===== config.mk =====
export PLATFORM = sky130hd
export DESIGN_NAME = fetch_decode
export DESIGN_NICKNAME = d
export VERILOG_FILES = /design/src/rtl/fd_pkg.sv /design/src/rtl/instr_field_decode.sv /design/src/rtl/fetch_decode.sv
export SDC_FILE = /design/constraint.sdc
export NUM_CORES = 1
export LEC_CHECK = 0
export BUFFER_PORTS_ARGS = -buffer_cell sky130_fd_sc_hd__clkbuf_2
export CORE_MARGIN = 2
export CORE_UTILIZATION = 24
export DETAILED_ROUTE_END_ITERATION = 8
export GPL_TIMING_DRIVEN = 0
export PLACE_DENSITY = 0.48
export SLEW_MARGIN = 20
export SYNTH_ARGS = -nofsm -noshare
export SYNTH_HDL_FRONTEND = slang
export SYNTH_SLANG_ARGS = --single-unit

===== constraint.sdc =====
create_clock -name clock -period 2.3 [get_ports clock]
set_input_delay 0.46 -clock clock [delete_from_list [all_inputs] [get_ports clock]]
set_output_delay 0.46 -clock clock [all_outputs]
set_load 0.02 [all_outputs]

===== src/rtl/fd_pkg.sv =====
// Shared definitions for the fetch/decode stage: FSM states, opcode constants,
// instruction field positions and the illegal-opcode classifier.
package fd_pkg;

    typedef enum logic [2:0] {
        IDLE,
        REQ,
        WAIT,
        ISSUE,
        EXEC,
        HALT
    } fd_state_t;

    localparam logic [6:0] OP_ADD    = 7'd0;
    localparam logic [6:0] OP_JMP    = 7'd14;
    localparam logic [6:0] OP_JMPF   = 7'd15;
    localparam logic [6:0] OP_HALT   = 7'd127;
    localparam logic [6:0] OP_ILL_LO = 7'd16;
    localparam logic [6:0] OP_ILL_HI = 7'd126;

    localparam int OPC_MSB = 31;
    localparam int OPC_LSB = 25;
    localparam int RD_MSB  = 24;
    localparam int RD_LSB  = 21;
    localparam int RS1_MSB = 20;
    localparam int RS1_LSB = 17;
    localparam int HL_BIT  = 16;
    localparam int VAL_MSB = 15;
    localparam int VAL_LSB = 0;
    localparam int RS2_MSB = 3;
    localparam int RS2_LSB = 0;

    function automatic logic is_illegal(input logic [6:0] op);
        return (op >= OP_ILL_LO) && (op <= OP_ILL_HI);
    endfunction

endpackage


===== src/rtl/instr_field_decode.sv =====
// Combinational slicer from a 32-bit instruction word to the ALU-facing fields.
module instr_field_decode
    import fd_pkg::*;
(
    input  logic [31:0] instr,
    output logic [6:0]  dec_instr,
    output logic [3:0]  dec_rd,
    output logic [3:0]  dec_rs1,
    output logic [3:0]  dec_rs2,
    output logic        dec_highlow,
    output logic [15:0] dec_value
);

    // rs2 deliberately overlaps the low nibble of the immediate
    assign dec_instr   = instr[OPC_MSB:OPC_LSB];
    assign dec_rd      = instr[RD_MSB:RD_LSB];
    assign dec_rs1     = instr[RS1_MSB:RS1_LSB];
    assign dec_rs2     = instr[RS2_MSB:RS2_LSB];
    assign dec_highlow = instr[HL_BIT];
    assign dec_value   = instr[VAL_MSB:VAL_LSB];

endmodule


===== src/rtl/fetch_decode.sv =====
// Fetch/decode stage: owns the PC, fetches one instruction at a time and issues
// it to the ALU, then waits for the branch result before the next fetch.
//
// state | meaning
// IDLE  | no request; start a fetch when run=1
// REQ   | imem_req held with imem_addr=pc until imem_gnt
// WAIT  | granted; capture imem_rdata on imem_rvalid
// ISSUE | dec_valid presented until alu_ready (illegal ops skip to IDLE)
// EXEC  | waiting for br_valid to choose the next pc
// HALT  | halt opcode executed; only reset leaves
module fetch_decode
    import fd_pkg::*;
#(
    parameter logic [31:0] RESET_PC = 32'h0000_0000,
    parameter int          ADDR_W   = 32,
    parameter logic [6:0]  HALT_OP  = OP_HALT
) (
    input  logic              clock,
    input  logic              reset,
    input  logic              run,
    output logic              imem_req,
    output logic [ADDR_W-1:0] imem_addr,
    input  logic              imem_gnt,
    input  logic              imem_rvalid,
    input  logic [31:0]       imem_rdata,
    output logic              dec_valid,
    input  logic              alu_ready,
    output logic [6:0]        dec_instr,
    output logic [3:0]        dec_rd,
    output logic [3:0]        dec_rs1,
    output logic [3:0]        dec_rs2,
    output logic              dec_highlow,
    output logic [15:0]       dec_value,
    input  logic              br_valid,
    input  logic              br_taken,
    input  logic [ADDR_W-1:0] br_target,
    output logic [ADDR_W-1:0] pc_out,
    output logic              halted,
    output logic              illegal
);

    fd_state_t         state;
    logic [ADDR_W-1:0] pc;
    logic [31:0]       ir;
    logic [6:0]        rdata_op;
    logic [6:0]        ir_op;

    assign rdata_op  = imem_rdata[OPC_MSB:OPC_LSB];
    assign ir_op     = ir[OPC_MSB:OPC_LSB];
    assign imem_addr = pc;
    assign pc_out    = pc;

    always_ff @(posedge clock) begin
        if (reset) begin
            state     <= IDLE;
            pc        <= ADDR_W'(RESET_PC);
            ir        <= '0;
            imem_req  <= 1'b0;
            dec_valid <= 1'b0;
            halted    <= 1'b0;
            illegal   <= 1'b0;
        end else begin
            case (state)
                IDLE: begin
                    if (run) begin
                        state    <= REQ;
                        imem_req <= 1'b1;
                    end
                end
                REQ: begin
                    // a same-cycle rvalid is ignored; data only counts in WAIT
                    if (imem_gnt) begin
                        state    <= WAIT;
                        imem_req <= 1'b0;
                    end
                end
                WAIT: begin
                    if (imem_rvalid) begin
                        ir <= imem_rdata;
                        if (rdata_op == HALT_OP) begin
                            state  <= HALT;
                            halted <= 1'b1;
                        end else begin
                            state     <= ISSUE;
                            dec_valid <= !is_illegal(rdata_op);
                        end
                        if (is_illegal(rdata_op)) begin
                            illegal <= 1'b1;
                        end
                    end
                end
                ISSUE: begin
                    if (is_illegal(ir_op)) begin
                        pc    <= pc + ADDR_W'(4);
                        state <= IDLE;
                    end else if (dec_valid && alu_ready) begin
                        dec_valid <= 1'b0;
                        state     <= EXEC;
                    end
                end
                EXEC: begin
                    if (br_valid) begin
                        pc    <= br_taken ? (br_target & ~ADDR_W'(3)) : pc + ADDR_W'(4);
                        state <= IDLE;
                    end
                end
                HALT: begin
                    halted <= 1'b1;
                end
                default: state <= IDLE;
            endcase
        end
    end

    instr_field_decode u_field_decode (
        .instr       (ir),
        .dec_instr   (dec_instr),
        .dec_rd      (dec_rd),
        .dec_rs1     (dec_rs1),
        .dec_rs2     (dec_rs2),
        .dec_highlow (dec_highlow),
        .dec_value   (dec_value)
    );

endmodule


# Word level (Yosys, flattened, before mapping)

Index checks and enable logic that the tools add are counted.

Register bits after elaboration: 71
Bits in latches: 0
Bits in writable memories: 0
Memory bits (read-only): 0
Output and inout bits: 104
Logic and storage cells: 68
Memories: 0

Add/sub/neg operators: 1
$mul: 0
Div/mod/pow operators: 0
Magnitude comparators: 4
Eq/ne operators: 16
Shift-type cells: 0
Multiplexer cells: 23
Bitwise gates (word level): 1
Reductions and logical operators: 16

Operators with widths:

| cell                                                                                 | number |
|---|---|
| 32-bit two-way mux                                                                   | 3 |
| 32-bit one-hot mux with 2 select lines                                               | 1 |
| 32-bit by 3-bit adder with 32-bit output (second input constant)                     | 1 |
| 3-bit two-way mux                                                                    | 7 |
| 2-bit != test (second input constant)                                                | 9 |
| 3-bit one-hot mux with 6 select lines                                                | 1 |
| 7-bit by 5-bit greater-or-equal comparator with 1-bit output (second input constant) | 2 |
| 7-bit <= comparator (second input constant)                                          | 2 |
| 3-bit AND reduction                                                                  | 4 |
| 1-bit two-way mux                                                                    | 8 |
| 2-bit nonzero test                                                                   | 4 |
| 7-bit equality test (second input constant)                                          | 1 |
| 3-bit by 2-bit equality test with 1-bit output (second input constant)               | 2 |
| 3-bit equality test (second input constant)                                          | 2 |
| 1-bit one-hot mux with 2 select lines                                                | 3 |
| 6-bit AND reduction                                                                  | 1 |
| 5-bit AND reduction                                                                  | 1 |
| 3-bit by 1-bit equality test with 1-bit output (second input constant)               | 1 |
| 1-bit logical AND                                                                    | 3 |
| 3-bit logical NOT                                                                    | 1 |
| 3-bit != test (second input constant)                                                | 1 |
| 2-bit AND reduction                                                                  | 1 |
| 1-bit logical NOT                                                                    | 1 |
| 1-bit inverter                                                                       | 1 |

# Depth between registers and ports, before layout

Depth after elaboration: 6
Gate-level depth with buffers: 8
Mapped depth without buffers: 6

# Hierarchy

From an unflattened synthesis, not the netlist that was laid out.

Cell total of the unflattened synthesis: 535
Area, all modules: 4032.6 sq um

By module, submodules not included:

| module             | times used | cells each | area each (sq um) | sequential area each (sq um) |
|---|---|---|---|---|
| fetch_decode       | 1          | 499        | 3762.4            | 1381.3 |
| instr_field_decode | 1          | 36         | 270.3             | 0.0 |

# Least setup slack after synthesis

OpenSTA, ideal clock, no wires.

Path type: register to register
Start point: reg pc[4], in the netlist imem_addr[4]
End point: reg pc[29], in the netlist imem_addr[29]
Arrival time: 2.087 ns
Data required time: 2.218 ns
Path slack: 0.131 ns
Cell stages (with the launch flop): 6
Path buffers: 0
Path through: dfxtp_1 > nand3_2 > or4_4 > or3_4 > o41a_1 > o221ai_1

Word-level cells in the longest chain between the ends: 4
Elaborated cells on any way between the ends: 5
Classes of those cells: 1 x add/sub; 4 x mux

RTL lines:

| what                                       | line                                    | RTL |
|---|---|---|
| from (decl)                                | fetch_decode.sv:43                      | `logic [ADDR_W-1:0] pc;` |
| from (signal assigned)                     | fetch_decode.sv:56                      | `pc <= ADDR_W'(RESET_PC);` |
| from (signal assigned)                     | fetch_decode.sv:94                      | `pc <= pc + ADDR_W'(4);` |
| from (signal assigned)                     | fetch_decode.sv:103                     | `pc <= br_taken ? (br_target & ~ADDR_W'(3)) : pc + ADDR_W'(4);` |
| 32-bit by 3-bit adder with 32-bit output * | fetch_decode.sv:94, fetch_decode.sv:103 |  |
| 32-bit two-way mux                         | fetch_decode.sv:103                     |  |
| 32-bit two-way mux                         | fetch_decode.sv:102                     | `if (br_valid) begin` |
| 32-bit one-hot mux with 2 select lines *   | fetch_decode.sv:63                      | `case (state)` |

Every way passes the cells marked *; elsewhere a longest branch is shown, timed or not. The select of a mux whose other input is x is not followed.
A chain may end at the register's enable or synchronous reset.

# Final worst setup path

Start point: reg pc[12], in the netlist imem_addr[12]
End point: reg pc[29], in the netlist imem_addr[29]

The elaborated chain is that of the path after synthesis.

==> summary.md <==
| Metric | Value |
|---|---|
| Result of the run | finished clean |
| Critical Path RT | 2.57 ns |
| Leading post-synthesis cells by cell area | sky130_fd_sc_hd__dfxtp_1 (36%), sky130_fd_sc_hd__nand2_1 (11%), sky130_fd_sc_hd__a21oi_1 (8.4%), sky130_fd_sc_hd__buf_4 (7.7%), sky130_fd_sc_hd__nor2_1 (2.9%) |
| Die Y-Extent | 130 µm |
| # nets final | 760 |
| Number of antenna repair diodes | 0 |
| Cell area power density | 805 mW/mm² |
| RSZ-0062 raised after global routing | false |
| Routed wire length | 14200 µm |
| Switching share of power | 0.372 |
| Family of cells with the greatest summed delay on the critical path | simple AND/OR/NAND/NOR gates |
| Period Utilization, post-route | 0.948 |
| Via count of the first global-routing pass | 4049 |
| Root Driver | sky130_fd_sc_hd__clkbuf_16 |
| Global-route wire length before repair | 21800 µm |
| Worst VDD drop | 0.431 mV |
| Number of vias per cell | 4.83 |
| Antenna Nets Post-Route | 0 |
| Placed cell count | 886 |
| Total I/O pin count | 176 |
| Proportion of synthesized chip area in sequential cells | 0.364 |
| CP Cell Sequence | nand3_1 > or4_4 > or3_4 > o41a_1 > o221ai_1 |
| Internal Power | 2680 µW |
| Most used routing layer | met2 |
| P_leak | 0.00222 µW |
| Peak Freq | 459 MHz |
| Vias | 4357 |
| Class of the worst hold path | primary input to flip-flop |
| Standard-cell rows | 45 |
| Number of hold violations in the final report | 0 |
| GRT overflow | 0 |
| Total setup violations reported at the end of the flow | 0 |
| Maximum net fanout on the critical path | 9 |
| Nature of the critical path startpoint | flip-flop |
| Crit Path Category | flip-flop to flip-flop |
| Number of antenna violations at the first check in global routing | 0 |
| Clock Power Share | 0.344 |
| Total GRT Usage | 0.169 |
| Pin slew with the least headroom to its limit | 0.654 ns |
| Placed wire-length estimate | 10700 µm |
| Number of synthesized flops with an enable pin | 0 |
| Core region area | 0.0153 mm² |
| Met1 usage in global routing | 0.210 |
| Kind of capture point of the worst setup path | flip-flop |
| Maximum number of pins on one net before global-route repair | 14 |
| Cts hold-fix bufs | 0 |
| Area leader, netlist | sky130_fd_sc_hd__dfxtp_1 |
| Final Slew Violations | 0 |
| Area of the mapped netlist | 0.00379 mm² |
| Share of the synthesized area in the top cell type | 0.364 |
| Slew HR | 0.560 |
| Most frequent cells after synthesis | sky130_fd_sc_hd__nand2_1 (107), sky130_fd_sc_hd__dfxtp_1 (69), sky130_fd_sc_hd__a21oi_1 (64) |
| Register clock-pin slew on the reported worst setup and hold paths | 0.06 ns |
| Die X-Extent | 130 µm |
| Clock buffer count from CTS | 9 |
| Final critical-path required period | 2.18 ns |
| Slowest stage delay, CP | 0.51 ns |
| Maximum buffer depth of the clock tree | 2 |
| Data arrival time of the critical path | 2.45 ns |
| Post-Syn Area per Cell | 7.54 µm² |
| Worst clock skew | 0.00782 ns |
| Post-route DRC violation count | 0 |
| Die outline area | 0.0168 mm² |
| Share of total power in sequential cells | 0.342 |
| Port Buffer Count | 169 |
| Most frequently used cell type in the post-synthesis netlist | sky130_fd_sc_hd__nand2_1 |
| H-tree Lvls | 3 |
| Met2 usage | 0.272 |
| Cell with the biggest individual delay on the critical path | sky130_fd_sc_hd__dfxtp_1 |
| Number of sinks on the clock net | 69 |
| Synthesis-to-layout area growth | 39.8% |
| Fraction of layout instances using a drive strength above 1 | 0.389 |
| Switching pwr | 1590 µW |
| Worst hold-check slack | 0.333 ns |
| CP Buf/Inv Count | 0 |
| Share of async-settable or async-resettable flops after synthesis | 0 |
| Clock tree from TritonCTS | built |
| Gate Count Post-Synth | 503 |
| First drt pass iteration count | 5 |
| Number of violations reported at the end of detailed-routing iteration 0 | 206 |
| Number of synthesized register bits | 69 |
| Post-synth cell types | 62 |
| Combinational Power Share | 0.313 |
| Prevailing post-synth register cell | sky130_fd_sc_hd__dfxtp_1 |
| Final instance count without filler cells | 903 |
| Setup Total Neg Slack | 0 ns |
| Clock Latency Late Sink | 0.35 ns |
| Max-capacitance violation count | 0 |
| Initial core utilization | 0.248 |
| Wire per inst | 15.7 µm |
| Yosys warnings | 0 |
| GRT met3 Usage | 0.0611 |
| Last weighted congestion value of the routability-driven placer | 0.873 |
what timing repair did:
action | CTS | global route
pin swaps | 1 | 1
buffers inserted | 0 | 2
setup endpoints to repair | 29 | 59
resized for setup | 11 | 17
through the flow:
stage	util	power, µW	setup WS, ns	instance area (µm²)
final	0.346	4270	0.120	5300
after global routing	0.346	4520	0.0149	5300
after floorplan	-	2330	0.131	3800
after CTS	0.343	4290	0.00299	5260
after detailed placement	0.321	2790	-0.291	4910
after global placement	0.321	2770	-0.253	4910
flip-flops by register name, summed over array words and instances, names as in the netlist:
register and count:
imem_req 1, imem_addr 30, state 3, halted 1, ir 32, illegal 1, dec_valid 1
path summary, 6_finish.rpt:
check / start / to / slack (ns) / depth (start not counted)
worst min-delay path: imem_rdata[23] / ir[23] / 0.33 / 3
worst min register to register: ir[16] / ir[16] / 0.46 / 2
worst max-delay path: imem_addr[12] / imem_addr[29] / 0.12 / 5
worst max register to register: imem_addr[12] / imem_addr[29] / 0.12 / 5
placed cells by master, fill, tap and decap left out, types with 7 or more instances in the layout:
master                      netlist  final
sky130_fd_sc_hd__inv_1            8      8
sky130_fd_sc_hd__nor2_1          29     28
sky130_fd_sc_hd__dfxtp_1         69     62
sky130_fd_sc_hd__and3_1           7      7
sky130_fd_sc_hd__clkbuf_16        0      9
sky130_fd_sc_hd__buf_4           39     41
sky130_fd_sc_hd__a21oi_1         64     64
sky130_fd_sc_hd__clkbuf_2         0    179
sky130_fd_sc_hd__o21ai_0         17     17
sky130_fd_sc_hd__nand4_1          8      8
sky130_fd_sc_hd__clkbuf_1        26     16
sky130_fd_sc_hd__dfxtp_2          0      7
sky130_fd_sc_hd__a31oi_1          8      8
sky130_fd_sc_hd__a211oi_1        10      9
sky130_fd_sc_hd__nand3_1         16     15
sky130_fd_sc_hd__nand2_1        107    107
layer usage:
layer	vias up	share of wire
met5	-	0
li1	2134	-
met4	0	0.016
met1	2011	0.42
met2	196	0.46
met3	16	0.10
kinds of logic after synthesis:
family	after synthesis	synth area share
multiplexers	3	0.00792
other	1	0.000989
buffers and inverters	77	0.121
flip-flops	69	0.364
AND/OR/NAND/NOR	209	0.262
adder cells (fa/ha/maj)	1	0.00330
AO/OA/AOI/OAI	143	0.241
power groups by stage:
stage	clock, µW	combinational [µW]	sequential (µW)
floorplan	0	758	1570
global placement	0	1300	1480
detailed placement	0	1310	1480
CTS	1510	1330	1460
global route	1550	1480	1490
finish	1470	1340	1460
worst min-delay path, delay by kind of cell:
kind	cells	cell delay [ns]
buf+inv	1	0.08
compound gates	1	0.05
simple gates	1	0.04
final cells by class:
cell class | instances | area (µm²)
repair buffers | 171 | 861
clock inverters | 6 | 70.1
inverters | 8 | 30.0
flip-flops and latches | 69 | 1390
clock buffers | 10 | 239
well taps | 211 | 264
fillers | 1715 | 10000
plain buffers | 68 | 437
multi-input cells | 360 | 2010
(Power assumes the default switching activity.)
